==> src/rtl/move_decoder_if.sv <==
// Request/move handshake bundle for move_decoder.
// The slave side is the decoder; the master side is the input path plus the game core.
interface move_decoder_if #(
    parameter int CELLS = 9,
    parameter int IDX_W = 4
);
    logic [IDX_W-1:0] cell_idx;
    logic             idx_valid;
    logic [CELLS-1:0] move;
    logic             move_valid;
    logic             move_ready;

    modport master (
        output cell_idx,
        output idx_valid,
        output move_ready,
        input  move,
        input  move_valid
    );

    modport slave (
        input  cell_idx,
        input  idx_valid,
        input  move_ready,
        output move,
        output move_valid
    );
endinterface

==> src/rtl/move_decoder.sv <==
// Cell index to one-hot move decoder with legality check and X/O turn tracking.
// Optional one-level undo is enabled by defining MOVE_UNDO_EN.
module move_decoder #(
    parameter int CELLS = 9,
    parameter int IDX_W = 4
) (
    input  logic             clk,
    input  logic             reset_n,
    move_decoder_if.slave    bus,
    input  logic             clear_board,
`ifdef MOVE_UNDO_EN
    input  logic             undo,
`endif
    output logic             player,
    output logic [CELLS-1:0] x_board,
    output logic [CELLS-1:0] o_board,
    output logic             reject,
    output logic             board_full
);

    typedef enum logic [1:0] {
        IDLE,
        CHECK,
        ISSUE,
        FULL
    } state_t;

    localparam logic [CELLS-1:0] ALL = {CELLS{1'b1}};
    localparam logic [IDX_W-1:0] MAX_IDX = IDX_W'(CELLS - 1);

    state_t           state, state_d;
    logic [IDX_W-1:0] idx_q, idx_d;
    logic [CELLS-1:0] move_q, move_d;
    logic             mv_q, mv_d;
    logic             player_d;
    logic [CELLS-1:0] x_d, o_d;
    logic             reject_d;
    logic [CELLS-1:0] onehot;
    logic             legal;

`ifdef MOVE_UNDO_EN
    logic [CELLS-1:0] last_q, last_d;
    logic             last_vld, last_vld_d;
    logic             do_undo;
`endif

    // Out-of-range indices shift to zero, so only the range check is needed for them.
    assign onehot = CELLS'(1) << idx_q;
    assign legal  = (idx_q <= MAX_IDX) && ((onehot & (x_board | o_board)) == '0);

    assign bus.move       = move_q;
    assign bus.move_valid = mv_q;
    assign board_full     = (state == FULL);

`ifdef MOVE_UNDO_EN
    assign do_undo = undo && last_vld && ((state == IDLE) || (state == FULL));
`endif

    // Next-state and datapath updates; clear_board acts like reset.
    always_comb begin
        state_d  = state;
        idx_d    = idx_q;
        move_d   = move_q;
        mv_d     = mv_q;
        player_d = player;
        x_d      = x_board;
        o_d      = o_board;
        reject_d = 1'b0;
`ifdef MOVE_UNDO_EN
        last_d     = last_q;
        last_vld_d = last_vld;
`endif
        if (clear_board) begin
            state_d  = IDLE;
            idx_d    = '0;
            move_d   = '0;
            mv_d     = 1'b0;
            player_d = 1'b0;
            x_d      = '0;
            o_d      = '0;
`ifdef MOVE_UNDO_EN
            last_d     = '0;
            last_vld_d = 1'b0;
`endif
        end
`ifdef MOVE_UNDO_EN
        else if (do_undo) begin
            // player already points at the side after the last move.
            if (player) begin
                x_d = x_board & ~last_q;
            end else begin
                o_d = o_board & ~last_q;
            end
            player_d   = ~player;
            last_vld_d = 1'b0;
            state_d    = IDLE;
        end
`endif
        else begin
            unique case (state)
                IDLE: begin
                    if (bus.idx_valid) begin
                        idx_d   = bus.cell_idx;
                        state_d = CHECK;
                    end
                end
                CHECK: begin
                    if (legal) begin
                        move_d  = onehot;
                        mv_d    = 1'b1;
                        state_d = ISSUE;
                    end else begin
                        reject_d = 1'b1;
                        state_d  = IDLE;
                    end
                end
                ISSUE: begin
                    if (bus.move_ready) begin
                        if (player) begin
                            o_d = o_board | move_q;
                        end else begin
                            x_d = x_board | move_q;
                        end
                        player_d = ~player;
                        move_d   = '0;
                        mv_d     = 1'b0;
`ifdef MOVE_UNDO_EN
                        last_d     = move_q;
                        last_vld_d = 1'b1;
`endif
                        state_d = ((x_d | o_d) == ALL) ? FULL : IDLE;
                    end
                end
                FULL: begin
                    state_d = FULL;
                end
                default: begin
                    state_d = IDLE;
                end
            endcase
        end
    end

    // State and datapath registers with synchronous active-low reset.
    always_ff @(posedge clk) begin
        if (!reset_n) begin
            state   <= IDLE;
            idx_q   <= '0;
            move_q  <= '0;
            mv_q    <= 1'b0;
            player  <= 1'b0;
            x_board <= '0;
            o_board <= '0;
            reject  <= 1'b0;
`ifdef MOVE_UNDO_EN
            last_q   <= '0;
            last_vld <= 1'b0;
`endif
        end else begin
            state   <= state_d;
            idx_q   <= idx_d;
            move_q  <= move_d;
            mv_q    <= mv_d;
            player  <= player_d;
            x_board <= x_d;
            o_board <= o_d;
            reject  <= reject_d;
`ifdef MOVE_UNDO_EN
            last_q   <= last_d;
            last_vld <= last_vld_d;
`endif
        end
    end

endmodule

==> src/flat_wrapper.sv <==
// flat-port wrapper written by rule: the top's interface ports become plain ports
module move_decoder_flat 
#(
    parameter int CELLS = 9,
    parameter int IDX_W = 4
)
  (clk, reset_n, clear_board, player, x_board, o_board, reject, board_full, bus_cell_idx, bus_idx_valid, bus_move_ready, bus_move, bus_move_valid);
  move_decoder_if #(.CELLS(CELLS), .IDX_W(IDX_W)) bus_i ();
  input  logic clk;
  input  logic reset_n;
  input  logic clear_board;
  output logic player;
  output logic [CELLS-1:0] x_board;
  output logic [CELLS-1:0] o_board;
  output logic reject;
  output logic board_full;
  input wire logic [$bits(bus_i.cell_idx)-1:0] bus_cell_idx;
  input wire logic [$bits(bus_i.idx_valid)-1:0] bus_idx_valid;
  input wire logic [$bits(bus_i.move_ready)-1:0] bus_move_ready;
  output wire logic [$bits(bus_i.move)-1:0] bus_move;
  output wire logic [$bits(bus_i.move_valid)-1:0] bus_move_valid;
  assign bus_i.cell_idx = bus_cell_idx;
  assign bus_i.idx_valid = bus_idx_valid;
  assign bus_i.move_ready = bus_move_ready;
  assign bus_move = bus_i.move;
  assign bus_move_valid = bus_i.move_valid;
  move_decoder #(.CELLS(CELLS), .IDX_W(IDX_W)) u_core (.clk(clk), .reset_n(reset_n), .bus(bus_i), .clear_board(clear_board), .player(player), .x_board(x_board), .o_board(o_board), .reject(reject), .board_full(board_full));
endmodule
==> config.mk <==
export PLATFORM = sky130hd
export DESIGN_NAME = move_decoder_flat
export DESIGN_NICKNAME = d
export VERILOG_FILES = /design/src/rtl/move_decoder_if.sv /design/src/rtl/move_decoder.sv /design/src/flat_wrapper.sv
export SDC_FILE = /design/constraint.sdc
export NUM_CORES = 1
export LEC_CHECK = 0
export ABC_CLOCK_PERIOD_IN_PS = 2000
export BUFFER_PORTS_ARGS = -buffer_cell sky130_fd_sc_hd__buf_2
export CELL_PAD_IN_SITES_DETAIL_PLACEMENT = 0
export CELL_PAD_IN_SITES_GLOBAL_PLACEMENT = 1
export CORE_MARGIN = 2
export CORE_UTILIZATION = 35
export CTS_CLUSTER_DIAMETER = 150
export DETAILED_ROUTE_END_ITERATION = 7
export PLACE_DENSITY_LB_ADDON = 0.1
export SETUP_SLACK_MARGIN = 0.3
export SLEW_MARGIN = 20
export SYNTH_ARGS = -nofsm -noshare
export SYNTH_HDL_FRONTEND = slang
export SYNTH_SLANG_ARGS = --single-unit
==> constraint.sdc <==
create_clock -name clk -period 2 [get_ports clk]
set_input_delay 0.4 -clock clk [delete_from_list [all_inputs] [get_ports clk]]
set_output_delay 0.4 -clock clk [all_outputs]
set_load 0.03 [all_outputs]
-- Word level (Yosys, flattened, before mapping)
Index checks and enable logic that the tools add are counted.
- output and inout bits: 31
- flip-flop bits (word level): 36
- ROM bits: 0
- RAM bits: 0
- input port bits: 9
- latch bits: 0
- memories kept: 0
- word-level logic and storage cells: 55
- reduce and logical (&&, ||, !) cells: 10
- shift operators: 1
- order comparisons: 1
- multiply operators: 0
- muxes and demuxes: 20
- bitwise logic cells: 8
- $add $sub $neg: 0
- equality and inequality tests: 7
- divide/modulo/power cells: 0
- operator list (kind ; number):
    $mux 9 ; 10
    $or 9x9->9 ; 4
    $pmux 9 s2 ; 1
    $and 9x9->9 ; 1
    $eq 9x9->1 const B ; 1
    $logic_not 9->1 ; 1
    $shl 1x4->9 const A ; 1
    $mux 2 ; 4
    $pmux 2 s4 ; 1
    $reduce_and 2->1 ; 3
    $eq 2x2->1 const B ; 2
    $le 4x4->1 const B ; 1
    $ne 2x2->1 const B ; 2
    $mux 1 ; 3
    $not 1->1 ; 3
    $reduce_and 3->1 ; 1
    $reduce_or 3->1 ; 1
    $eq 2x1->1 const B ; 1
    $logic_not 2->1 ; 1
    $ne 2x1->1 const B ; 1
    $pmux 1 s2 ; 1
    $reduce_bool 2->1 ; 1
    $reduce_or 2->1 ; 1
    $logic_and 1x1->1 ; 1

-- Depth between registers and ports, before layout
Gate-level depths: netlist (run 1).
- depth after elaboration: 10
- depth in mapped cells: 7
- depth with buffers taken out: 5

-- Least setup slack after synthesis (run 1)
OpenSTA, ideal clock, no wires.
- path type: register to register
- from: reg u_core.o_board[7]
- to: reg u_core.move_q[0] (netlist: u_core.bus.move[0])
- buffers on the path: 1
- cell stages (with the launch flop): 7
- period minus slack after synthesis: 1.880 ns
- setup time: 0.119 ns
- data arrival time: 1.761 ns
- slack: 0.120 ns
- data required time: 1.881 ns
- path through: dfxtp_1 -> o211ai_1 -> nor2_1 -> a311o_1 -> or4_1 -> buf_6 -> mux2i_1
- cells in the longest elaborated chain, start to end: 6
- ends and longest elaborated chain (element ; line ; text):
    start, declared ; move_decoder.sv:16 ; output logic [CELLS-1:0] o_board,
    start signal, assigned ; move_decoder.sv:153 ; o_board <= '0;
    start signal, assigned ; move_decoder.sv:166 ; o_board <= o_d;
    $or 9x9->9 ; move_decoder.sv:49 ; assign legal = (idx_q <= MAX_IDX) && ((onehot & (x_board | o_board)) == '0);
    $and 9x9->9 ; move_decoder.sv:49 ;
    $logic_not 9->1 ; move_decoder.sv:49 ;
    $logic_and 1x1->1 ; move_decoder.sv:49 ;
    $ne 2x1->1 (no source line) ; n/a ;
    $reduce_and 3->1 (no source line) ; n/a ;
    end signal, assigned ; move_decoder.sv:162 ; move_q <= move_d;
    end, declared ; move_decoder.sv:33 ; logic [CELLS-1:0] move_q, move_d;
No other way between the ends.
A chain may end at the register's enable or synchronous reset.

-- Worst setup path after layout (run 1)
- from: reg u_core.x_board[0]
- to: reg u_core.move_q[4] (netlist: u_core.bus.move[4])
- cells in the longest elaborated chain, start to end: 6
- ends and longest elaborated chain (element ; line ; text):
    start, declared ; move_decoder.sv:15 ; output logic [CELLS-1:0] x_board,
    start signal, assigned ; move_decoder.sv:152 ; x_board <= '0;
    start signal, assigned ; move_decoder.sv:165 ; x_board <= x_d;
    $or 9x9->9 ; move_decoder.sv:49 ;
    $and 9x9->9 ; move_decoder.sv:49 ;
    $logic_not 9->1 ; move_decoder.sv:49 ;
    $logic_and 1x1->1 ; move_decoder.sv:49 ;
    $ne 2x1->1 (no source line) ; n/a ;
    $reduce_and 3->1 (no source line) ; n/a ;
No other way between the ends.

==> results of run 1 <==
## where the power goes
group	internal, mW	leakage (nW)	switching [mW]
combinational	0.0456	0.568	0.0506
clock	0.244	0.0422	0.241
sequential	0.717	0.298	0.00701
total	1.01	0.908	0.299
## cells in the mapped netlist, drive strengths merged (3+ instances only)
| cell | instances | area (sq um) |
|---|---|---|
| dfxtp | 36 | 721 |
| nor2 | 33 | 124 |
| a21oi | 24 | 120 |
| nand2 | 18 | 67.6 |
| mux2i | 11 | 110 |
| nor3 | 7 | 40.0 |
| clkbuf | 5 | 18.8 |
| buf | 3 | 30.0 |
| inv | 3 | 11.3 |
| nand2b | 3 | 18.8 |
| nand3 | 3 | 15.0 |
| nor4 | 3 | 18.8 |
| o21ai | 3 | 15.0 |
## layout by cell type (no fill, tap or decap), types with 2 or more instances in the layout
cell,netlist,final
buf_2,0,39
nor2_1,33,30
a21oi_1,24,24
dfxtp_1,36,24
nand2_1,18,18
buf_4,1,18
mux2i_1,11,11
dfxtp_2,0,7
nor3_1,6,6
clkbuf_8,0,5
dfxtp_4,0,5
nand3_1,3,3
inv_2,2,2
nand2b_1,3,2
nor2_4,0,2
o211ai_1,2,2
o21ai_1,2,2
or3_1,2,2
nor4_1,3,2
clkbuf_1,5,2
buf_6,2,2
## flip-flops by register name (all words and copies together), names as in the netlist
| signal | cells |
|---|---|
| u_core.bus.move | 9 |
| u_core.bus.move_valid | 1 |
| u_core.idx_q | 4 |
| u_core.o_board | 9 |
| u_core.player | 1 |
| u_core.reject | 1 |
| u_core.state | 2 |
| u_core.x_board | 9 |
## worst register-to-register path, stage by stage, from the launching register on
cell and delay, ns:
dfxtp_4 0.35, o211a_1 0.22, or3_1 0.31, or4_4 0.54, buf_8 0.16, mux2i_1 0.12
## per-layer routing
layer,share of wire (%),up-vias
met5,0,-
met3,4.5,2
met2,48,32
li1,-,729
met1,47,660
met4,0.56,0
## cells by family after synthesis
logic type             count (synthesis)
AND/OR/NAND/NOR                       77
AO/OA/AOI/OAI                         38
flip-flops                            36
buffers and inverters                 12
multiplexers                          11
XOR/XNOR                               1
## through the flow
step	power (mW)	setup slack [ns]	hold WS [ns]	utilization [%]	cell area, sq um
after CTS	1.31	0.206	0.343	48.6	1970
after global routing	1.37	0.109	0.363	50.1	2030
final	1.31	0.204	0.348	50.1	2030
after global placement	0.824	0.104	0.444	44.8	1820
after floorplan	0.795	0.217	0.489	-	1520
after detailed placement	0.825	0.0598	0.457	44.8	1820
## timing repair
| action | in CTS | in global routing |
|---|---|---|
| resized for setup | 15 | 5 |
| buffers inserted | 3 | 5 |
| setup endpoints to repair | 13 | 13 |
| pin swaps | 3 | 2 |
## how the worst min path moves through the flow
stage | start | to | slack [ns] | depth (start not counted)
after floorplan | u_core.idx_q[2] | u_core.idx_q[2] | 0.49 | 2
after global placement | u_core.o_board[3] | u_core.o_board[3] | 0.44 | 2
after detailed placement | u_core.bus.move_valid | u_core.bus.move_valid | 0.46 | 2
after CTS | bus_cell_idx[3] | u_core.idx_q[3] | 0.34 | 3
after global routing | bus_cell_idx[3] | u_core.idx_q[3] | 0.36 | 3
final | bus_cell_idx[3] | u_core.idx_q[3] | 0.35 | 3
## layout make-up
type                            count  area, sq um
Multi-Input combinational cell    127          757
Inverter                            4         15.0
Timing Repair Buffer               60          368
Tap cell                           50         62.6
Clock buffer                        7         76.3
Clock inverter                      1         5.00
Fill cell                         381         2030
Sequential cell                    36          748
==> impl_metrics.py, run 1 <==
metrics = {
    "yosys": {
        "synthArstFlopShare_pct": 0,
        "synth_top_family_by_area": "simple AND/OR/NAND/NOR gates",
        "synth_nets": 184,
        "synth_cells": 175,
        "yosys.area_share.xor_xnor_pct": 0.588,
        "synth-seq-cells": 36,
        "syn_area_sq_um": 1490,
        "synth_warnings": 0,
        "synthMuxAreaShare_pct": 7.39,
        "ys_seq_area_share_pct": 48.4,
        "synth_cell_types": 36,
        "synth_edf_count": 0,
        "synth-adder-area-share_pct": 0,
        "synth-main-ff-cell": "dfxtp_1",
        "syn_area_per_cell_sq_um": 8.51,
        "yosys.area_share.simple_pct": 24.2,
        "synth_compound_area_share_pct": 15.1,
    },
    "clocking": {
        "clk_pin_slew_ns": 0.07,
        "clock_sinks": 36,
        "cts.path.max_buffers": 2,
        "cts_tree": "yes",
        "postCtsHoldBufs": 0,
        "cts-root-buf": "clkbuf_8",
        "htreeDepth": 2,
        "cts_buffers": 5,
        "clk_latency_ns": 0.28,
    },
    "pwr": {
        "ir_worst_vdd_mv": 0.451,
        "p_per_area_nw_per_um2": 642,
        "p_leak_nw": 0.908,
    },
    "drt": {
        "drt_first_iter_violations": 59,
        "first_pass_iters": 4,
        "dr_total_vias": 1423,
        "totalWireLength_mm": 4.08,
        "ant_nets": 0,
        "routedWlPerCell_um": 14.3,
        "viasPerCell": 4.99,
        "post-route-drc-count": 0,
    },
    "cells_and_area": {
        "drive_gt1_share_pct": 39.6,
        "final_nets": 243,
        "antenna_cells": 0,
        "layoutNonFillerInstCount": 285,
        "syn2layout_area_growth_pct": 36.5,
    },
    "sta": {
        "tightest_slew_ns": 0.511,
        "fin_tns_setup_ns": 0,
        "timing.final.crit_share_pct": 89.8,
        "slew_headroom_pct": 65.7,
        "setup_viol": 0,
        "rsz0062_at_grt": "true",
        "min_period_ns": 1.80,
        "finalHoldViolCount": 0,
        "fmax_mhz": 557,
        "final_max_slew_viol_count": 0,
        "clock_skew_ns": 0.00398,
    },
    "setup_path": {
        "worstPathMaxFanout": 7,
        "crit_buf_inv": 1,
        "critPathCapture": "u_core.bus.move[4]",
        "crit_chain": "o211a_1 > or3_1 > or4_4 > buf_8 > mux2i_1",
        "cp.arrival_ns": 1.97,
        "cp-start-kind": "flip-flop",
        "crit_slowest_cell": "or4_4",
        "cp_data_required_time_ns": 2.17,
        "rrSetupSlack_ns": 0.20,
        "setup.worst_path.start": "u_core.x_board[0]",
        "regToRegEndpoint": "u_core.bus.move[4]",
        "critPathCaptureType": "flip-flop",
        "max_stage_delay_ns": 0.54,
        "cp.depth": 5,
        "reg2regPathDepth": 5,
        "path_delay_family": "simple AND/OR/NAND/NOR gates",
        "reg2reg_from": "u_core.x_board[0]",
        "crit_type": "reg2reg",
    },
    "floorplan": {
        "fp-row-count": 23,
        "num_io_pins": 40,
        "coreArea_sq_um": 4060,
        "initial_utilization_pct": 36.7,
        "fp.dieH_um": 69.2,
        "dieWidth_um": 69.2,
        "dieArea_sq_um": 4790,
    },
    "global_routing": {
        "grt_usage_pct": 17.8,
        "globalRouteMet3Util_pct": 5.09,
        "grt_pass1_vias": 1385,
        "grt-ovfl-total": 0,
        "met1_usage_pct": 22.5,
        "antenna_found_initial": 0,
        "grt_pass1_wl_mm": 6.82,
        "grt_use_met2_pct": 29.5,
        "grt-busiest-layer": "met2",
        "grt_max_degree": 25,
    },
    "placement": {
        "io_buffers": 39,
        "dp.cells": 269,
        "gp_congestion": 0.843,
        "place_hpwl_mm": 2.95,
    },
    "min_path": {
        "hold_class": "in2reg",
    },
    "run": {
        "drv_cap": 0,
    },
    "status": {
        "status": "complete, no violations",
    },
}
No activity file was read; power rests on OpenSTA's default activity.
==> run 2, diff against run 1 <==
--- a/config.mk
+++ b/config.mk
@@ -13,7 +13,7 @@
 export CORE_UTILIZATION = 35
 export CTS_CLUSTER_DIAMETER = 150
 export DETAILED_ROUTE_END_ITERATION = 7
-export PLACE_DENSITY_LB_ADDON = 0.1
+export PLACE_DENSITY = 0.77
 export SETUP_SLACK_MARGIN = 0.3
 export SLEW_MARGIN = 20
 export SYNTH_ARGS = -nofsm -noshare
==> run 2 against run 1 <==
Effect of this change: first-iteration DRC count increased by 8.5%; worst setup slack got worse by 0.020 ns; core utilization decreased by 0.18 points; die area unchanged; clock-buffer cell count unchanged; global-route usage decreased by 1.2 points; clock skew increased by 0.00065 ns; via count increased by 1.1%; hold slack got worse by 0.0071 ns; cell area decreased by 0.37%; sequential share of layout area increased by 0.32 points; clock power increased by 13%.
==> impl_metrics.py, run 2 (synthesized netlist as in run 1, its figures left out) <==
metrics = {
    "sta": {
        "rsz0062_at_grt": "true",
        "tightest_slew_ns": 0.505,
        "fmax_mhz": 551,
        "fin_ws_ns": 0.184,
        "whs_ns": 0.341,
        "finalHoldViolCount": 0,
        "clock_skew_ns": 0.00464,
        "setup_viol": 0,
        "timing.final.crit_share_pct": 90.8,
        "min_period_ns": 1.82,
        "slew_headroom_pct": 66.1,
        "final_max_slew_viol_count": 0,
        "fin_tns_setup_ns": 0,
    },
    "cells_and_area": {
        "syn2layout_area_growth_pct": 36.0,
        "drive_gt1_share_pct": 38.8,
        "regArea_sq_um": 752,
        "fillerInstances": 413,
        "multi_input_area_sq_um": 753,
        "final_common_cell": "buf_2",
        "final_nets": 241,
        "antenna_cells": 0,
        "final_cell_mix": "buf_2, nor2_1, a21oi_1",
        "final_area_sq_um": 2020,
    },
    "floorplan": {
        "dieWidth_um": 69.2,
        "fp-row-count": 23,
        "num_io_pins": 40,
        "dieArea_sq_um": 4790,
        "initial_utilization_pct": 36.7,
        "fp.dieH_um": 69.2,
        "coreArea_sq_um": 4060,
    },
    "setup_path": {
        "cp.arrival_ns": 1.99,
        "cp-start-kind": "flip-flop",
        "critPathCaptureType": "flip-flop",
        "rrSetupSlack_ns": 0.18,
        "crit_type": "reg2reg",
        "regToRegEndpoint": "u_core.bus.move[6]",
        "reg2reg_from": "u_core.idx_q[2]",
        "cp_data_required_time_ns": 2.17,
        "reg2regPathDepth": 6,
        "worstPathMaxFanout": 7,
    },
    "global_routing": {
        "grt-ovfl-total": 0,
        "grt_max_degree": 17,
        "grt_usage_pct": 16.7,
        "grt_pass1_vias": 1262,
        "antenna_found_initial": 0,
        "grt_pass1_wl_mm": 6.31,
    },
    "drt": {
        "first_pass_iters": 4,
        "drt_first_iter_violations": 64,
        "dr_total_vias": 1439,
        "routedWlPerCell_um": 13.5,
        "viasPerCell": 5.10,
        "ant_nets": 0,
        "totalWireLength_mm": 3.80,
        "post-route-drc-count": 0,
    },
    "clocking": {
        "clk_pin_slew_ns": 0.07,
        "cts_tree": "yes",
        "cts-root-buf": "clkbuf_8",
        "cts.path.max_buffers": 2,
        "clk_latency_ns": 0.28,
        "cts_buffers": 5,
        "clock_sinks": 36,
        "postCtsHoldBufs": 0,
        "htreeDepth": 2,
    },
    "placement": {
        "io_buffers": 39,
        "preCtsSetupSlack_ns": 0.0713,
        "dpl_cell_area_sq_um": 1820,
        "place_hpwl_mm": 2.76,
        "gp_congestion": 0.876,
    },
    "status": {
        "status": "complete, no violations",
    },
    "min_path": {
        "holdPathStages": 3,
        "hold_start": "bus_cell_idx[3]",
        "min_to": "u_core.idx_q[3]",
        "hold_class": "in2reg",
    },
    "pwr": {
        "p_leak_nw": 0.920,
        "p_per_area_nw_per_um2": 672,
        "ir_worst_vdd_mv": 0.378,
    },
    "run": {
        "drv_cap": 0,
    },
}
run 2: worst max-delay path: stages, from the launching register on:
cell	delay, ns
dfxtp_4	0.39
nor2_4	0.05
o211a_1	0.14
or3_1	0.32
or4_4	0.54
buf_6	0.16
mux2i_1	0.11
run 2: through the flow:
| step | cells | power (mW) | util, % |
|---|---|---|---|
| global route | 282 | 1.43 | 49.9 |
| floorplan | 175 | 0.795 | - |
| global placement | 269 | 0.825 | 44.8 |
| finish | 282 | 1.36 | 49.9 |
| detailed placement | 269 | 0.824 | 44.8 |
| CTS | 281 | 1.38 | 49.2 |
run 2: per-layer routing:
layer / routed length (um) / track usage (%) / up-vias
met2: 1790 / 24.9 / 37
met5: 0 / 0 / -
met4: 47 / 8.28 / 0
met3: 177 / 3.92 / 4
met1: 1790 / 22.5 / 674
li1: - / - / 724
run 2: how the worst max path moves through the flow:
stage	startpoint	to	slack, ns	cells after the start
detailed placement	u_core.idx_q[1]	u_core.bus.move[5]	0.07	6
finish	u_core.idx_q[2]	u_core.bus.move[6]	0.18	6
global placement	u_core.idx_q[1]	u_core.bus.move[5]	0.09	6
global route	u_core.idx_q[2]	u_core.bus.move[5]	0.11	6
CTS	u_core.idx_q[1]	u_core.bus.move[2]	0.23	7
floorplan	u_core.x_board[0]	u_core.bus.move[0]	0.22	5
run 2: report_power, final:
part	leakage [nW]	internal (mW)	switching, mW	total (mW)
Combinational	0.571	0.0418	0.0487	0.0906
Clock	0.0503	0.307	0.239	0.546
Sequential	0.299	0.716	0.00769	0.723
Total	0.920	1.06	0.296	1.36
run 2: layout make-up:
cell class	count	share of cell area, %
Clock buffer	7	4.76
Inverter	4	0.742
Multi-Input combinational cell	127	37.2
Sequential cell	36	37.1
Tap cell	50	3.09
Timing Repair Buffer	58	17.1
run 2: what timing repair did:
action	CTS	global route
cloned	0	0
pin swaps	3	1
setup endpoints to repair	13	12
resized for setup	13	5
setup buffers	5	1
==> run 3, diff against run 2 <==
--- a/config.mk
+++ b/config.mk
@@ -7,14 +7,16 @@
 export LEC_CHECK = 0
 export ABC_CLOCK_PERIOD_IN_PS = 2000
 export BUFFER_PORTS_ARGS = -buffer_cell sky130_fd_sc_hd__buf_2
+export CAP_MARGIN = 0
 export CELL_PAD_IN_SITES_DETAIL_PLACEMENT = 0
 export CELL_PAD_IN_SITES_GLOBAL_PLACEMENT = 1
 export CORE_MARGIN = 2
 export CORE_UTILIZATION = 35
 export CTS_CLUSTER_DIAMETER = 150
 export DETAILED_ROUTE_END_ITERATION = 7
-export PLACE_DENSITY = 0.77
+export PLACE_DENSITY_LB_ADDON = 0.1
 export SETUP_SLACK_MARGIN = 0.3
+export SKIP_CTS_REPAIR_TIMING = 1
 export SLEW_MARGIN = 20
 export SYNTH_ARGS = -nofsm -noshare
 export SYNTH_HDL_FRONTEND = slang
==> run 3 against run 2 <==
Effect of this change: sequential power about the same; global-route usage is 0.69 points higher; register-to-register slack is essentially flat; clock power shrank 11%; clock-buffer cell count stayed put; flip-flop and latch count did not move; power down 4.5%; combinational power about the same; largest power group unchanged.
==> impl_metrics.py, run 3 (synthesized netlist as in run 1, its figures left out) <==
metrics = {
    "sta": {
        "finalHoldViolCount": 0,
        "timing.final.crit_share_pct": 90.7,
        "tightest_slew_ns": 0.512,
        "clock_skew_ns": 0.00403,
        "setup_viol": 0,
        "slew_headroom_pct": 65.6,
        "rsz0062_at_grt": "true",
        "fin_ws_ns": 0.186,
        "final_max_slew_viol_count": 0,
        "fin_tns_setup_ns": 0,
        "fmax_mhz": 551,
        "min_period_ns": 1.81,
    },
    "global_routing": {
        "antenna_found_initial": 0,
        "grt_pass1_wl_mm": 6.65,
        "grt_pass1_vias": 1364,
        "grt_usage_pct": 17.3,
        "grt_max_degree": 25,
        "grt-ovfl-total": 0,
    },
    "drt": {
        "dr_total_vias": 1400,
        "ant_nets": 0,
        "wl_met1_mm": 1.91,
        "top_layer": "met4",
        "dr_wl_met3_um": 147,
        "totalWireLength_mm": 3.98,
        "first_pass_iters": 4,
        "routedWlPerCell_um": 14.2,
        "viasPerCell": 4.98,
        "route.met2.wl_mm": 1.90,
        "drt_first_iter_violations": 54,
        "post-route-drc-count": 0,
    },
    "floorplan": {
        "coreArea_sq_um": 4060,
        "dieArea_sq_um": 4790,
        "fp-row-count": 23,
        "initial_utilization_pct": 36.7,
        "num_io_pins": 40,
        "dieWidth_um": 69.2,
        "fp.dieH_um": 69.2,
    },
    "min_path": {
        "hold_class": "in2reg",
    },
    "cells_and_area": {
        "drive_gt1_share_pct": 36.8,
        "final_cell_mix": "buf_2, nor2_1, a21oi_1, dfxtp_1, nand2_1",
        "antenna_cells": 0,
        "final_common_cell": "buf_2",
        "fillerInstances": 388,
        "syn2layout_area_growth_pct": 32.9,
        "final_nets": 239,
    },
    "setup_path": {
        "max_stage_delay_ns": 0.44,
        "cp_data_required_time_ns": 2.17,
        "crit_chain": "buf_4 > o211ai_1 > nor2_1 > a311o_1 > or4_4 > buf_4 > mux2i_1",
        "cp_common_cell": "buf_4",
        "crit_slowest_cell": "or4_4",
        "cp.arrival_ns": 1.98,
        "worstPathMaxFanout": 7,
        "crit_type": "reg2reg",
        "cp-start-kind": "flip-flop",
        "critPathCaptureType": "flip-flop",
    },
    "clocking": {
        "htreeDepth": 2,
        "clk_latency_ns": 0.28,
        "clk_pin_slew_ns": 0.06,
        "cts.path.max_buffers": 2,
        "clock_sinks": 36,
        "cts_tree": "yes",
        "cts_buffers": 5,
        "cts-root-buf": "clkbuf_8",
    },
    "status": {
        "status": "complete, no violations",
    },
    "placement": {
        "gp_congestion": 0.843,
        "preCtsSetupSlack_ns": 0.0598,
        "place_hpwl_mm": 2.95,
        "io_buffers": 39,
    },
    "pwr": {
        "finalPower_mw": 1.30,
        "p_per_area_nw_per_um2": 656,
        "p_leak_nw": 0.882,
        "ir_worst_vdd_mv": 0.448,
    },
    "run": {
        "drv_cap": 0,
    },
}
[run 3: cell count changes in the layout (fill, tap and decap cells not counted), sizes merged]
cell	change
buf	-2
clkinv	+1
[run 3: final cells by class]
type | count | area [sq um] | share of cell area (%)
clock buffer | 7 | 76.3 | 3.86
clock inverter | 1 | 5.00 | 0.253
inverter | 4 | 15.0 | 0.759
multi-input combinational | 127 | 737 | 37.3
sequential | 36 | 748 | 37.8
tap | 50 | 62.6 | 3.16
timing repair buffer | 56 | 334 | 16.9
[run 3: worst paths after layout]
kind / startpoint / end / slack (ns) / depth (start not counted)
setup reg to reg: u_core.idx_q[0] / u_core.bus.move[8] / 0.19 / 7
setup / recovery: u_core.idx_q[0] / u_core.bus.move[8] / 0.19 / 7
hold / removal: bus_cell_idx[3] / u_core.idx_q[3] / 0.35 / 3
hold reg to reg: u_core.bus.move_valid / u_core.bus.move_valid / 0.46 / 2
[run 3: report_power, final]
| part | switching (mW) | total [mW] | internal, mW | leakage [nW] |
|---|---|---|---|---|
| Sequential | 0.00698 | 0.724 | 0.717 | 0.298 |
| Clock | 0.240 | 0.484 | 0.244 | 0.0422 |
| Combinational | 0.0488 | 0.0903 | 0.0415 | 0.541 |
[run 3: worst max-delay path: cells and delay by family (launching register included)]
kind,cells,cell delay (ns)
AOI/OAI and AO/OA,2,0.41
DFF,1,0.35
muxes,1,0.11
buffers and inverters,2,0.35
and+or+nand+nor,2,0.50
[run 3: through the flow]
step	hold WS (ns)	util [%]	instance area, sq um	cells
after global placement	0.444	44.8	1820	269
after detailed placement	0.457	44.8	1820	269
final	0.348	48.8	1980	281
after floorplan	0.489	-	1520	175
after global routing	0.363	48.8	1980	281
after CTS	0.345	46.8	1900	277
[run 3: routing by layer]
| layer | vias up | track usage, % |
|---|---|---|
| met5 | - | 0 |
| met4 | 0 | 5.45 |
| met3 | 2 | 5.09 |
| met2 | 30 | 28.4 |
| met1 | 649 | 22.0 |
| li1 | 719 | - |
